$ cat config.mk
export PLATFORM = sky130hd
export DESIGN_NAME = uart_rx
export DESIGN_NICKNAME = d
export VERILOG_FILES = /design/src/rtl/uart_rx.sv
export SDC_FILE = /design/constraint.sdc
export NUM_CORES = 1
export LEC_CHECK = 0
export CAP_MARGIN = 30
export CORE_MARGIN = 2
export CORE_UTILIZATION = 53
export CTS_BUF_LIST = sky130_fd_sc_hd__clkbuf_8
export CTS_CLUSTER_DIAMETER = 200
export CTS_CLUSTER_SIZE = 10
export DETAILED_ROUTE_END_ITERATION = 10
export PLACE_DENSITY = 0.86
export REMOVE_ABC_BUFFERS = 1
export SLEW_MARGIN = 15
export SYNTH_ARGS = -nofsm -noshare
export SYNTH_HDL_FRONTEND = slang
export SYNTH_SLANG_ARGS = --single-unit
$ cat constraint.sdc
create_clock -name i_clk -period 1.4 [get_ports i_clk]
set_input_delay 0.21 -clock i_clk [delete_from_list [all_inputs] [get_ports i_clk]]
set_output_delay 0.21 -clock i_clk [all_outputs]
set_load 0.02 [all_outputs]
$ cat src/rtl/uart_rx.sv
// 8N1 UART receiver: 2-flop sync, 3-sample majority, byte held on o_valid until i_ack.
// Latency 1325 clk from start edge to o_valid at defaults; a byte arriving while o_valid is unacked is dropped and flagged on o_overrun.
`timescale 1ns/1ps
module uart_rx #(
  parameter int CLOCK_MHZ = 16,
  parameter int BAUD_RATE = 115200
) (
  input  logic       i_clk,
  input  logic       i_reset,
  input  logic       i_uart_rx,
  input  logic       i_ack,
  output logic [7:0] o_data,
  output logic       o_valid,
  output logic       o_frame_err,
  output logic       o_overrun,
  output logic       o_busy
);
  localparam int CLKS_PER_BIT = (CLOCK_MHZ * 1000000 + BAUD_RATE / 2) / BAUD_RATE;
  localparam int HALF_BIT     = CLKS_PER_BIT / 2;
  localparam int CNT_W        = $clog2(CLKS_PER_BIT);
  localparam logic [CNT_W-1:0] HALF_CNT = CNT_W'(HALF_BIT);
  localparam logic [CNT_W-1:0] LAST_CNT = CNT_W'(CLKS_PER_BIT - 1);

  typedef enum logic [1:0] {IDLE, START, DATA, STOP} state_t;

  logic             rx_meta_q, rx_meta_d;
  logic             rx_s_q, rx_s_d;
  logic             rx_prev_q, rx_prev_d;
  logic [2:0]       hist_q, hist_d;
  state_t           state_q, state_d;
  logic [CNT_W-1:0] cnt_q, cnt_d;
  logic [2:0]       bit_idx_q, bit_idx_d;
  logic [7:0]       shift_q, shift_d;
  logic             stop_done_q, stop_done_d;
  logic             stop_bit_q, stop_bit_d;
  logic [7:0]       data_q, data_d;
  logic             valid_q, valid_d;
  logic             ferr_q, ferr_d;
  logic             overrun_q, overrun_d;
  logic             busy_q, busy_d;
  logic             maj;
  logic             fall;

  assign maj  = (hist_q[0] & hist_q[1]) | (hist_q[0] & hist_q[2]) | (hist_q[1] & hist_q[2]);
  assign fall = rx_prev_q & ~rx_s_q;

  always_comb begin
    rx_meta_d   = i_uart_rx;
    rx_s_d      = rx_meta_q;
    rx_prev_d   = rx_s_q;
    hist_d      = {hist_q[1:0], rx_s_q};
    state_d     = state_q;
    cnt_d       = cnt_q;
    bit_idx_d   = bit_idx_q;
    shift_d     = shift_q;
    stop_done_d = 1'b0;
    stop_bit_d  = stop_bit_q;
    data_d      = data_q;
    valid_d     = valid_q;
    overrun_d   = overrun_q;

    case (state_q)
      IDLE: begin
        if (fall) begin
          state_d = START;
          cnt_d   = '0;
        end
      end
      START: begin
        cnt_d = cnt_q + CNT_W'(1);
        if (cnt_q == HALF_CNT) begin
          cnt_d     = '0;
          bit_idx_d = '0;
          state_d   = maj ? IDLE : DATA;
        end
      end
      DATA: begin
        cnt_d = cnt_q + CNT_W'(1);
        if (cnt_q == LAST_CNT) begin
          cnt_d     = '0;
          shift_d   = {maj, shift_q[7:1]};
          bit_idx_d = bit_idx_q + 3'd1;
          if (bit_idx_q == 3'd7) state_d = STOP;
        end
      end
      STOP: begin
        // Stop sample is taken mid stop bit so the next start edge is never missed.
        if (stop_done_q) begin
          state_d = IDLE;
        end else if (cnt_q == LAST_CNT) begin
          stop_done_d = 1'b1;
          stop_bit_d  = maj;
          cnt_d       = '0;
        end else begin
          cnt_d = cnt_q + CNT_W'(1);
        end
      end
      default: state_d = IDLE;
    endcase

    if (valid_q && i_ack) begin
      valid_d   = 1'b0;
      overrun_d = 1'b0;
    end
    // An ack in the delivery cycle frees the holding register for the new byte.
    if (stop_done_q && stop_bit_q) begin
      if (!valid_q || i_ack) begin
        data_d  = shift_q;
        valid_d = 1'b1;
      end else begin
        overrun_d = 1'b1;
      end
    end

    ferr_d = stop_done_q && !stop_bit_q;
    busy_d = (state_d != IDLE);
  end

  always_ff @(posedge i_clk) begin
    if (i_reset) begin
      rx_meta_q   <= 1'b1;
      rx_s_q      <= 1'b1;
      rx_prev_q   <= 1'b1;
      hist_q      <= 3'b111;
      state_q     <= IDLE;
      cnt_q       <= '0;
      bit_idx_q   <= '0;
      shift_q     <= '0;
      stop_done_q <= 1'b0;
      stop_bit_q  <= 1'b0;
      data_q      <= '0;
      valid_q     <= 1'b0;
      ferr_q      <= 1'b0;
      overrun_q   <= 1'b0;
      busy_q      <= 1'b0;
    end else begin
      rx_meta_q   <= rx_meta_d;
      rx_s_q      <= rx_s_d;
      rx_prev_q   <= rx_prev_d;
      hist_q      <= hist_d;
      state_q     <= state_d;
      cnt_q       <= cnt_d;
      bit_idx_q   <= bit_idx_d;
      shift_q     <= shift_d;
      stop_done_q <= stop_done_d;
      stop_bit_q  <= stop_bit_d;
      data_q      <= data_d;
      valid_q     <= valid_d;
      ferr_q      <= ferr_d;
      overrun_q   <= overrun_d;
      busy_q      <= busy_d;
    end
  end

  assign o_data      = data_q;
  assign o_valid     = valid_q;
  assign o_frame_err = ferr_q;
  assign o_overrun   = overrun_q;
  assign o_busy      = busy_q;
endmodule

# --- Word-level counts from Yosys, hierarchy flattened ---
# Cells that the tools add are included.
word_totals:
  word_cells: 73
  inputBits: 4
  regBits: 41
classes:
  eq_ne: 10
  n_reduce_logical: 15
  bitwise: 9
  mux: 22
  add_sub_neg: 2
ops:
  columns: ["operator", "count"]
  rows:
  - ["$mux W8", 4]
  - ["$pmux W8 S4", 1]
  - ["$mux W2", 6]
  - ["$add A8 B1 Y8 const B", 1]
  - ["$eq A8 B7 Y1 const B", 1]
  - ["$eq A8 B8 Y1 const B", 1]
  - ["$ne A2 B2 Y1 const B", 4]
  - ["$pmux W2 S4", 1]
  - ["$mux W1", 7]
  - ["$mux W3", 2]
  - ["$pmux W3 S2", 1]
  - ["$reduce_and A2 Y1", 3]
  - ["$reduce_and A3 Y1", 2]
  - ["$and A1 B1 Y1", 4]
  - ["$eq A2 B2 Y1 const B", 2]
  - ["$reduce_bool A2 Y1", 2]
  - ["$add A3 B1 Y3 const B", 1]
  - ["$eq A3 B3 Y1 const B", 1]
  - ["$logic_and A1 B1 Y1", 3]
  - ["$not A1 Y1", 3]
  - ["$reduce_or A3 Y1", 1]
  - ["$eq A2 B1 Y1 const B", 1]
  - ["$logic_not A1 Y1", 2]
  - ["$logic_not A2 Y1", 1]
  - ["2 further kinds", 3]

# --- Logic depth before layout (Yosys ltp) ---
# Gate-level depths: netlist of the first run.
logic_depth:
  depth_word: 7
  mapped_depth: 7
  ltp_nobuf: 6

# --- Worst setup path before layout of the first run ---
# No wires, ideal clock.
synth_timing:
  kind: "register to register"
  start: "register cnt_q[0]"
  end: "register busy_q (netlist: o_busy)"
  period_less_slack_ps: 1487
  arrival_ps: 1358
  path_stages_with_launch: 7
  required_ps: 1270
  setup_time_ps: 130
  setup_slack_ps: -87
  path_cell_list: "dfxtp_1 > inv_1 > ha_1 > and4bb_2 > and4b_4 > a32oi_1 > o22ai_1"
synth_via:
  elab_chain_len: 4
synth_rtl:
  columns: ["element", "line", "source"]
  rows:
  - ["start, declared", "31", "logic [CNT_W-1:0] cnt_q, cnt_d;"]
  - ["start signal, assigned", "142", "cnt_q <= cnt_d;"]
  - ["$eq A8 B8 Y1 or $eq A8 B7 Y1 (tied branches)", "79, 71", null]
  - ["$mux W2 (on tied branches)", "79, 71", null]
  - ["$pmux W2 S4 *", "62", "case (state_q)"]
  - ["$reduce_bool A2 Y1 *", "116", "busy_d = (state_d != IDLE);"]
  - ["end signal, assigned", "151", "busy_q <= busy_d;"]
  - ["end, declared", "40", "logic busy_q, busy_d;"]
# Every way passes the cells marked *; elsewhere a longest branch is shown, timed or not.
# A chain may end at the register's enable or synchronous reset.

# --- Worst setup path after layout of the first run ---
layout_timing:
  start: "register cnt_q[0]"
  end: "register shift_q[2]"
layout_via:
  elab_chain_len: 2
layout_rtl:
  columns: ["element", "line", "source"]
  rows:
  - ["$eq A8 B8 Y1", "79", "if (cnt_q == LAST_CNT) begin"]
  - ["$reduce_and A2 Y1 (no line)", null, null]
  - ["end signal, assigned", "144", "shift_q <= shift_d;"]
  - ["end, declared", "33", "logic [7:0] shift_q, shift_d;"]
# Every way passes these cells.

==> results of run 1 <==
## routing by layer
| metal | vias to the layer above | track usage [%] | wire, um |
|---|---|---|---|
| li1 | 781 | - | - |
| met1 | 784 | 33.2 | 2110 |
| met2 | 102 | 40.2 | 2470 |
| met3 | 25 | 5.67 | 442 |
| met4 | 0 | 6.69 | 181 |
| met5 | - | 0 | 0 |
## layout by cell type, fill, tap and decap left out, types with 5 or more instances in the layout
master         Yosys  routed
buf_4              2      23
nand2_1           28      23
or2_2              5       5
a21oi_1           18      10
dlygate4sd2_1      0      12
a21oi_2            2       8
mux2i_1            9       8
dfxtp_1           40      36
clkbuf_8           0       6
nor2_1            12      12
buf_6              1       8
## final cells by class
cell class,count,area share (%)
inverter,5,0.749
tap,44,2.20
multi-input combinational,140,43.2
clock inverter,2,1.55
sequential,40,32.2
clock buffer,6,3.30
timing repair buffer,48,16.9
## flip-flops by register name, indices dropped and copies added (netlist names)
signal / flops
state_q: 2
cnt_q: 8
stop_done_q: 1
o_valid: 1
stop_bit_q: 1
bit_idx_q: 3
rx_meta_q: 1
hist_q: 3
shift_q: 8
o_overrun: 1
rx_prev_d: 1
o_frame_err: 1
o_data: 8
o_busy: 1
## cell families after synthesis
kind of cell / count (synthesis)
multiplexers: 9
adder cells (fa/ha/maj): 6
AO/OA/AOI/OAI: 41
AND/OR/NAND/NOR: 83
flip-flops: 40
buffers and inverters: 14
## where the power goes
group,internal (mW),switching [mW],total (mW)
clock,0.583,0.411,0.994
combinational,0.0592,0.0673,0.126
sequential,1.15,0.0101,1.16
total,1.79,0.488,2.28
## repair_timing
item                                   CTS  global route
pin swaps                               17            14
setup endpoints to repair               34            22
gates resized for setup                 26            40
gates cloned                             1             1
setup buffers                            2             3
endpoints found under the hold margin    0             0
## path summary, 6_finish.rpt
path / slack (ns) / start / end / cells after the start
setup / recovery: -0.20 / cnt_q[0] / shift_q[2] / 7
hold / removal: 0.42 / rx_meta_q / rx_prev_d / 1
setup reg to reg: -0.20 / cnt_q[0] / shift_q[2] / 7
hold reg to reg: 0.42 / rx_meta_q / rx_prev_d / 1
## worst max-delay path, stage by stage, from the launching register on
cell,delay [ns]
dfxtp_2,0.34
inv_2,0.08
ha_4,0.12
and4bb_2,0.31
and4b_4,0.30
buf_2,0.16
nand2_1,0.06
a21oi_1,0.15
## through the flow
step / setup TNS, ns / total power, mW / hold slack [ns] / area (um^2) / utilization, %
final: -3.06 / 2.28 / 0.421 / 2510 / 80.8
after global routing: -4.24 / 2.33 / 0.430 / 2510 / 80.8
after CTS: -1.47 / 2.26 / 0.426 / 2310 / 74.4
after detailed placement: -3.31 / 1.28 / 0.410 / 2120 / 68.3
after global placement: -2.20 / 1.27 / 0.392 / 2120 / 68.3
after floorplan: -0.917 / 1.22 / 0.279 / 1700 / -
==> results.sh, run 1 <==
export IMPL_status="finished with violations"
export IMPL_violations="setup timing"
export IMPL_synth_main_ff_cell="dfxtp_1"
export IMPL_synth_xor_area_share_pct=0
export IMPL_synth_top_area_share_pct=45.7
export IMPL_synth_fa_ha_area_share_pct=4.14
export IMPL_synth_warnings=0
export IMPL_cts_tree="built"
export IMPL_final_cells=285
export IMPL_cp_data_arrival_time_ns=1.82
export IMPL_synthMuxAreaShare_pct=5.14
export IMPL_setup_violations=23
export IMPL_core_um2=3100
export IMPL_synth_area_leaders="dfxtp_1 (46%), nand2_1 (6.0%), a21oi_1 (5.1%)"
export IMPL_cts_hold_buf=0
export IMPL_cts_num_sinks=40
export IMPL_multi_input_area_um2=1080
export IMPL_place_inst=270
export IMPL_fmax_mhz=624
export IMPL_die_x_um=61.5
export IMPL_finalCritPeriodShare_pct=114
export IMPL_gp_congestion=0.842
export IMPL_hold_viol=0
export IMPL_start_util_pct=56.5
export IMPL_postSynthAreaPerCell_um2=9.08
export IMPL_track_usage_pct=24.7
export IMPL_synth_cell_types=44
export IMPL_ios=16
export IMPL_drc=0
export IMPL_nFillCells=198
export IMPL_grt_pass1_vias=1489
export IMPL_drt_wl_total_mm=5.20
export IMPL_synth_edff_count=0
export IMPL_regArea_um2=806
export IMPL_synth_compound_area_share_pct=14.9
export IMPL_drv_slew=0
export IMPL_drv_cap=0
export IMPL_routedWlPerCell_um=18.2
export IMPL_p_per_area_nw_per_um2=908
export IMPL_n_antenna_cell=0
export IMPL_leakage_nw=0.973
export IMPL_antenna_found_initial=0
export IMPL_worstSetupStartpointType="register"
export IMPL_dr_first_iter_drc_count=167
export IMPL_via_per_inst=5.94
export IMPL_endpoint_kind="register"
export IMPL_vias=1692
export IMPL_dp_hpwl_mm=2.60
export IMPL_fin_nets=249
export IMPL_path_max_fanout=4
export IMPL_yosysTopAreaCell="dfxtp_1"
export IMPL_cp_data_required_time_ns=1.62
export IMPL_path_clk_slew_ns=0.08
export IMPL_area_growth_pct=43.1
export IMPL_port_buffers=15
export IMPL_drive_gt1_share_pct=37.3
export IMPL_first_pass_iters=5
export IMPL_synth_top_family_by_area="simple AND/OR/NAND/NOR gates"
export IMPL_grt_overflow_total=0
export IMPL_yosys_area_share_simple_pct=26.1
export IMPL_worst_slew_pin_slew_ns=0.320
export IMPL_cts_buffers=5
export IMPL_crit_type="reg2reg"
export IMPL_vdd_drop_max_v=0.00131
export IMPL_yosysMostFrequentCell="dfxtp_1"
export IMPL_pre_cts_slack_ns=-0.155
export IMPL_yosysSeqAreaShare_pct=45.7
export IMPL_hold_path_class="reg2reg"
export IMPL_ys_seq_elements=40
export IMPL_die_h_um=61.5
export IMPL_grt_max_degree=20
export IMPL_antenna_left=0
export IMPL_setup_slack_ns=-0.202
export IMPL_slew_limit_headroom_pct=78.6
export IMPL_clockBufferDepth=2
export IMPL_synthesis_area_um2=1750
export IMPL_clock_latency_ns=0.30
export IMPL_synth_common_cells="dfxtp_1 (40), nand2_1 (28), a21oi_1 (18), nor2_1 (12), mux2i_1 (9)"
export IMPL_rows=20
export IMPL_finalCriticalPeriod_ns=1.60
export IMPL_syn_inst=193
export IMPL_grt_pass1_wl_mm=6.91
export IMPL_rsz0062_at_grt="yes"
export IMPL_finClkSkew_ns=0.00926
export IMPL_cts_htree_levels=2
export IMPL_root_buffer="clkbuf_8"
export IMPL_dieArea_um2=3780
export IMPL_async_reset_ff_share_pct=0
No activity file was read; power rests on OpenSTA's default activity.
==> run 2, diff against run 1 <==
- ABC_CLOCK_PERIOD_IN_PS: unset -> 1400
==> results of run 2 <==
No change in the layout: final DEF, timing and power equal those of run 1.
==> RTL edit 1, RTL diff (settings of run 2) <==
Take the reset off `shift_q` and `data_q` and load them in a clocked block of their own.
--- a/src/rtl/uart_rx.sv
+++ b/src/rtl/uart_rx.sv
@@ -127,6 +127,4 @@
       bit_idx_q   <= '0;
-      shift_q     <= '0;
       stop_done_q <= 1'b0;
       stop_bit_q  <= 1'b0;
-      data_q      <= '0;
       valid_q     <= 1'b0;
@@ -143,6 +141,4 @@
       bit_idx_q   <= bit_idx_d;
-      shift_q     <= shift_d;
       stop_done_q <= stop_done_d;
       stop_bit_q  <= stop_bit_d;
-      data_q      <= data_d;
       valid_q     <= valid_d;
@@ -152,2 +148,7 @@
     end
+  end
+
+  always_ff @(posedge i_clk) begin
+    shift_q <= shift_d;
+    data_q  <= data_d;
   end
Function: same outputs for any inputs over 10 cycles, from zero or initial values and one cycle with i_reset high; that may be too few to reach the edited logic, so the function may still have changed.
==> RTL edit 1 against run 2 <==
- the flow still finishes with violations (setup timing)
- power rose by 3.1%
- setup slack worse by 0.13 ns
- sequential power grew 6%
- synthesized area decreased by 8.4%
- first-iteration DRC count decreased by 80%
- cell area fell by 10%
- fmax decreased by 7.3%
- combinational power is 36% higher
- wire length down 28%
- clock skew is 0.0057 ns higher
- sequential share of layout area increased by 11 points
- sequential cell count stayed put
- global-route usage fell by 1.8 points
- largest power group unchanged
==> RTL edit 1: results (changes against run 2) <==
Routing
  – DR iter-0 viols: 34 (was 167)
  – Via Count: 1,253 (was 1,692)
  – Met3 routed wirelength: 126 um (was 442 um)
  – Post-DR vias/cell: 5.70 (was 5.94)
  – M1 WL: 1450 um (was 2110 um)
  – DR WL/cell: 17.0 um (was 18.2 um)
  – DR pass1 iterations: 4 (was 5)

Setup path
  – Reg2reg end: o_busy$_SDFF_PP0_ (was shift_q[2]$_SDFFE_PP0P_)
  – CP Max Fanout: 3 (was 4)
  – Data arrival, critical path: 1.96 ns (was 1.82 ns)

Placement
  – Dpl hpwl: 2500 um (was 2600 um)
  – Post-Place Cell Area: 2010 sq um (was 2120 sq um)
  – Pre-CTS WS: -0.461 ns (was -0.155 ns)
  – Gpl congestion: 0.808 (was 0.842)

Worst hold path
  – Hold path start: rx_meta_q$_SDFF_PP1_ (unchanged)

Power
  – P_seq: 1.23 mW (was 1.16 mW)
  – Logic pwr share: 7.3% (was 5.6%)
  – Lkg Pwr: 0.884 nW (was 0.973 nW)
  – P_int: 1.84 mW (was 1.79 mW)
  – Peak supply drop: 861 uV (was 1310 uV)

Synth
  – EDFF count, synth: 16 (was 0)
  – Post-Synth XOR/XNOR Area: 2.73% (was 0%)
  – Ranking of synthesized cells by area: dfxtp_1, edfxtp_1, ha_1, nor2_1, mux2i_1 (was dfxtp_1, nand2_1, a21oi_1, mux2i_1, ha_1)
  – Synth cell types: 39 (was 44)
  – Sequential share of the synthesized area: 59.9% (was 45.7%)
  – Compound-Gate Fraction of Synth Area: 11.3% (was 14.9%)
  – Multiplexer share of the synthesized area: 1.87% (was 5.14%)
  – Synth Area per Inst: 12.2 sq um (was 9.08 sq um)
  – Most frequent cells after synthesis: dfxtp_1, edfxtp_1, nor2_1 (was dfxtp_1, nand2_1, a21oi_1)

Global routing
  – First-pass GRT wire length: 5830 um (was 6910 um)
  – GR Util met3: 5.90% (was 5.67%)
  – Largest net degree at the start of global routing: 15 (was 20)
  – Met2 usage: 40.8% (was 40.2%)
  – Met1 GRT Util: 25.5% (was 33.2%)

Cells and area
  – Nets: 197 (was 249)
  – Share of layout cells above drive strength 1: 37.0% (was 37.3%)
  – FILL cells: 173 (was 198)

Timing
  – Final Worst Setup Slack: -0.328 ns (was -0.202 ns)
  – Total negative setup slack: -5.75 ns (was -3.06 ns)
  – Final setup fails: 23 (unchanged)
  – Minimum hold slack: 0.440 ns (was 0.421 ns)
  – Setup Skew: 0.0149 ns (was 0.00926 ns)

Status
  – Violated checks: setup timing (unchanged)
  – Outcome: finished with violations (unchanged)
-- RTL edit 1: cell types whose count changed after synthesis, moves of 4 or more --
cell	before	now
edfxtp_1	0	16
a21oi_1	18	5
o22ai_1	5	0
nand2_1	28	7
nand3_1	8	4
mux2i_1	9	3
dfxtp_1	40	24
-- RTL edit 1: critical path, stage by stage (launching register included) --
cell      delay [ns]
dfxtp_2         0.35
ha_2            0.16
or4b_4          0.48
or4_4           0.44
a21oi_4         0.14
nand2b_1        0.11
-- RTL edit 1: what timing repair did --
action | in CTS | in global routing
buffers inserted | 4 | 6
gates resized for setup | 26 | 10
gates cloned | 0 | 0
pin swaps | 6 | 1
setup endpoints to repair | 35 | 23
-- RTL edit 1: how the worst max path moves through the flow --
stage / end / slack [ns] / cells after the start
4_1_cts: cnt_q[7]$_SDFFE_PP0P_ / -0.31 / 6
6_report: o_busy$_SDFF_PP0_ / -0.33 / 5
3_3_place_gp: cnt_q[1]$_SDFFE_PP0P_ / -0.36 / 5
2_1_floorplan: cnt_q[1]$_SDFFE_PP0P_ / -0.34 / 5
3_5_place_dp: cnt_q[2]$_SDFFE_PP0P_ / -0.46 / 5
5_1_grt: cnt_q[5]$_SDFFE_PP0P_ / -0.38 / 7
-- RTL edit 1: cell families (layout without fill, tap and decap cells) --
group / Yosys count / after routing
buf+inv: 6 / 63
compound gates: 23 / 23
flops: 40 / 40
fa+ha+maj: 6 / 6
mux: 3 / 3
simple gates: 49 / 49
xor+xnor: 5 / 5
-- RTL edit 1: final cells by class --
type                            count  area, sq um  area share [%]
Inverter                            4         17.5           0.778
Timing Repair Buffer               51          433            19.2
Multi-Input combinational cell     86          683            30.4
Tap cell                           31         38.8            1.72
Sequential cell                    40          963            42.8
Clock inverter                      3         46.3            2.06
Clock buffer                        5         68.8            3.06
==> RTL edit 2, RTL diff (config.mk and constraints of run 2) <==
Made on the original files. `CLOCK_MHZ`: 16 -> 64.
--- a/src/rtl/uart_rx.sv
+++ b/src/rtl/uart_rx.sv
@@ -4,3 +4,3 @@
 module uart_rx #(
-  parameter int CLOCK_MHZ = 16,
+  parameter int CLOCK_MHZ = 64,
   parameter int BAUD_RATE = 115200
Formal check against the unedited RTL: same outputs for any inputs over 10 cycles, from zero or initial values and one cycle with i_reset high; that may be too few to reach the edited logic, so the function may still have changed.
==> RTL edit 2 against run 2 <==
- the flow still finishes with violations (setup timing)
- synthesized area rose by 8.1%
- sequential power increased by 4%
- wire length shrank 7.7%
- setup slack got worse by 0.0064 ns
- power fell by 5.3%
- die area is 7.6% higher
- via count rose by 2.5%
- cell area grew 2.3%
- sequential cell count grew 2
==> RTL edit 2: results (changes against run 2) <==
Setup path
  – CP Max Fanout: 6 (was 4)
  – Register-to-Register Path Depth: 6 (was 7)
  – FF-to-FF Start: cnt_q[2]$_SDFFE_PP0P_ (was cnt_q[0]$_SDFFE_PP0P_)
  – Data arrival, critical path: 1.79 ns (was 1.82 ns)
  – Reg2reg end: cnt_q[2]$_SDFFE_PP0P_ (was shift_q[2]$_SDFFE_PP0P_)
  – Crit. End Element: flop (unchanged)
  – Biggest cell delay along the critical path: 0.38 ns (was 0.34 ns)
  – Cell family with most CP delay: compound AO/OA/AOI/OAI gates (was simple AND/OR/NAND/NOR gates)
  – CP max stage cell: nor4b_4 (was dfxtp_2)

Clock network
  – Post-CTS sizing: 29 (was 26)
  – # Post-CTS Setup Buffers: 5 (was 2)

Routing
  – DR pass1 iterations: 4 (was 5)
  – Post-DR vias/cell: 5.78 (was 5.94)
  – DR iter-0 viols: 94 (was 167)
  – Metal2 WL: 2410 um (was 2470 um)
  – M1 WL: 2010 um (was 2110 um)
  – Met3 routed wirelength: 241 um (was 442 um)

Global routing
  – Met1 GRT Util: 29.7% (was 33.2%)
  – First-pass GRT wire length: 8000 um (was 6910 um)
  – Met2 usage: 43.8% (was 40.2%)
  – Vias in the first global route: 1,742 (was 1,489)
  – GR Util met3: 7.39% (was 5.67%)
  – Total global-route track usage: 25.6% (was 24.7%)
  – Largest net degree at the start of global routing: 19 (was 20)

Cells and area
  – FFs & Latches: 42 (was 40)
  – Nonclk buf count: 52 (was 48)
  – Non-Filler Instances: 300 (was 285)
  – Storage cell area: 853 sq um (was 806 sq um)
  – Inverter count: 12 (was 5)
  – Nets: 261 (was 249)
  – ClkCell Share: 3.61% (was 4.84%)
  – Area occupied by multi-input gates: 1070 sq um (was 1080 sq um)
  – FILL cells: 216 (was 198)
  – Share of layout cells above drive strength 1: 30.3% (was 37.3%)

Placement
  – Gpl congestion: 0.881 (was 0.842)
  – Placed Cells incl. Taps: 286 (was 270)
  – Dpl hpwl: 3050 um (was 2600 um)

Synth
  – Sequential share of the synthesized area: 44.4% (was 45.7%)
  – Most frequent cells after synthesis: dfxtp_1, nor2_1, mux2i_1 (was dfxtp_1, nand2_1, a21oi_1)
  – Synth cell types: 47 (was 44)
  – Ranking of synthesized cells by area: dfxtp_1, mux2i_1, nor2_1, ha_1, a21oi_1 (was dfxtp_1, nand2_1, a21oi_1, mux2i_1, ha_1)

Power
  – Clock group: 807 uW (was 994 uW)
  – Peak supply drop: 622 uV (was 1310 uV)
  – Lkg Pwr: 1.10 nW (was 0.973 nW)
  – Comb. pwr: 136 uW (was 126 uW)

Timing
  – Final setup fails: 25 (was 23)
  – Final Worst Setup Slack: -0.208 ns (was -0.202 ns)
  – Slew HR: 77.0% (was 78.6%)
  – Setup Skew: 0.0111 ns (was 0.00926 ns)

Status
  – Outcome: finished with violations (unchanged)
  – Violated checks: setup timing (unchanged)
## RTL edit 2: changes by cell type in the layout (fill, tap and decap cells not counted), sizes merged, moves of 3 or more
cell           run 2  this run
a22oi              0         4
inv                5        12
nor2              12        27
a31oi              2         5
o211ai             1         5
a21oi             21         9
nand2             28         7
buf               33        37
mux2i              9        17
o22ai              5         1
## RTL edit 2: stage by stage
stage               util (%)  area [sq um]  worst slack (ns)  total power, mW  setup TNS (ns)
floorplan                  -          1850            -0.405             1.29           -4.83
global placement        67.9          2300            -0.198             1.35           -2.85
detailed placement      67.9          2300            -0.308             1.35           -4.83
CTS                     72.9          2470            -0.157             2.17           -2.06
global route            75.7          2560            -0.287             2.25           -4.64
finish                  75.7          2560            -0.208             2.16           -2.80
## RTL edit 2: worst min path at each step
stage / startpoint / to / slack [ns] / cells past startpoint
after detailed placement: rx_meta_q$_SDFF_PP1_ / rx_prev_d$_SDFF_PP1_ / 0.40 / 1
after global routing: rx_meta_q$_SDFF_PP1_ / rx_prev_d$_SDFF_PP1_ / 0.45 / 1
after floorplan: i_reset / bit_idx_q[0]$_SDFFE_PP0P_ / 0.28 / 1
final: rx_meta_q$_SDFF_PP1_ / rx_prev_d$_SDFF_PP1_ / 0.42 / 1
after CTS: rx_meta_q$_SDFF_PP1_ / rx_prev_d$_SDFF_PP1_ / 0.42 / 1
after global placement: rx_meta_q$_SDFF_PP1_ / rx_prev_d$_SDFF_PP1_ / 0.39 / 1
## RTL edit 2: cells by family (layout without fill, tap and decap cells)
group | count (synthesis) | count (layout) | synth area share, %
simple gates | 73 | 73 | 21.5
fa+ha+maj | 5 | 5 | 3.17
compound gates | 45 | 45 | 17.1
buf+inv | 23 | 72 | 4.82
flops | 42 | 42 | 44.4
mux | 17 | 17 | 8.98
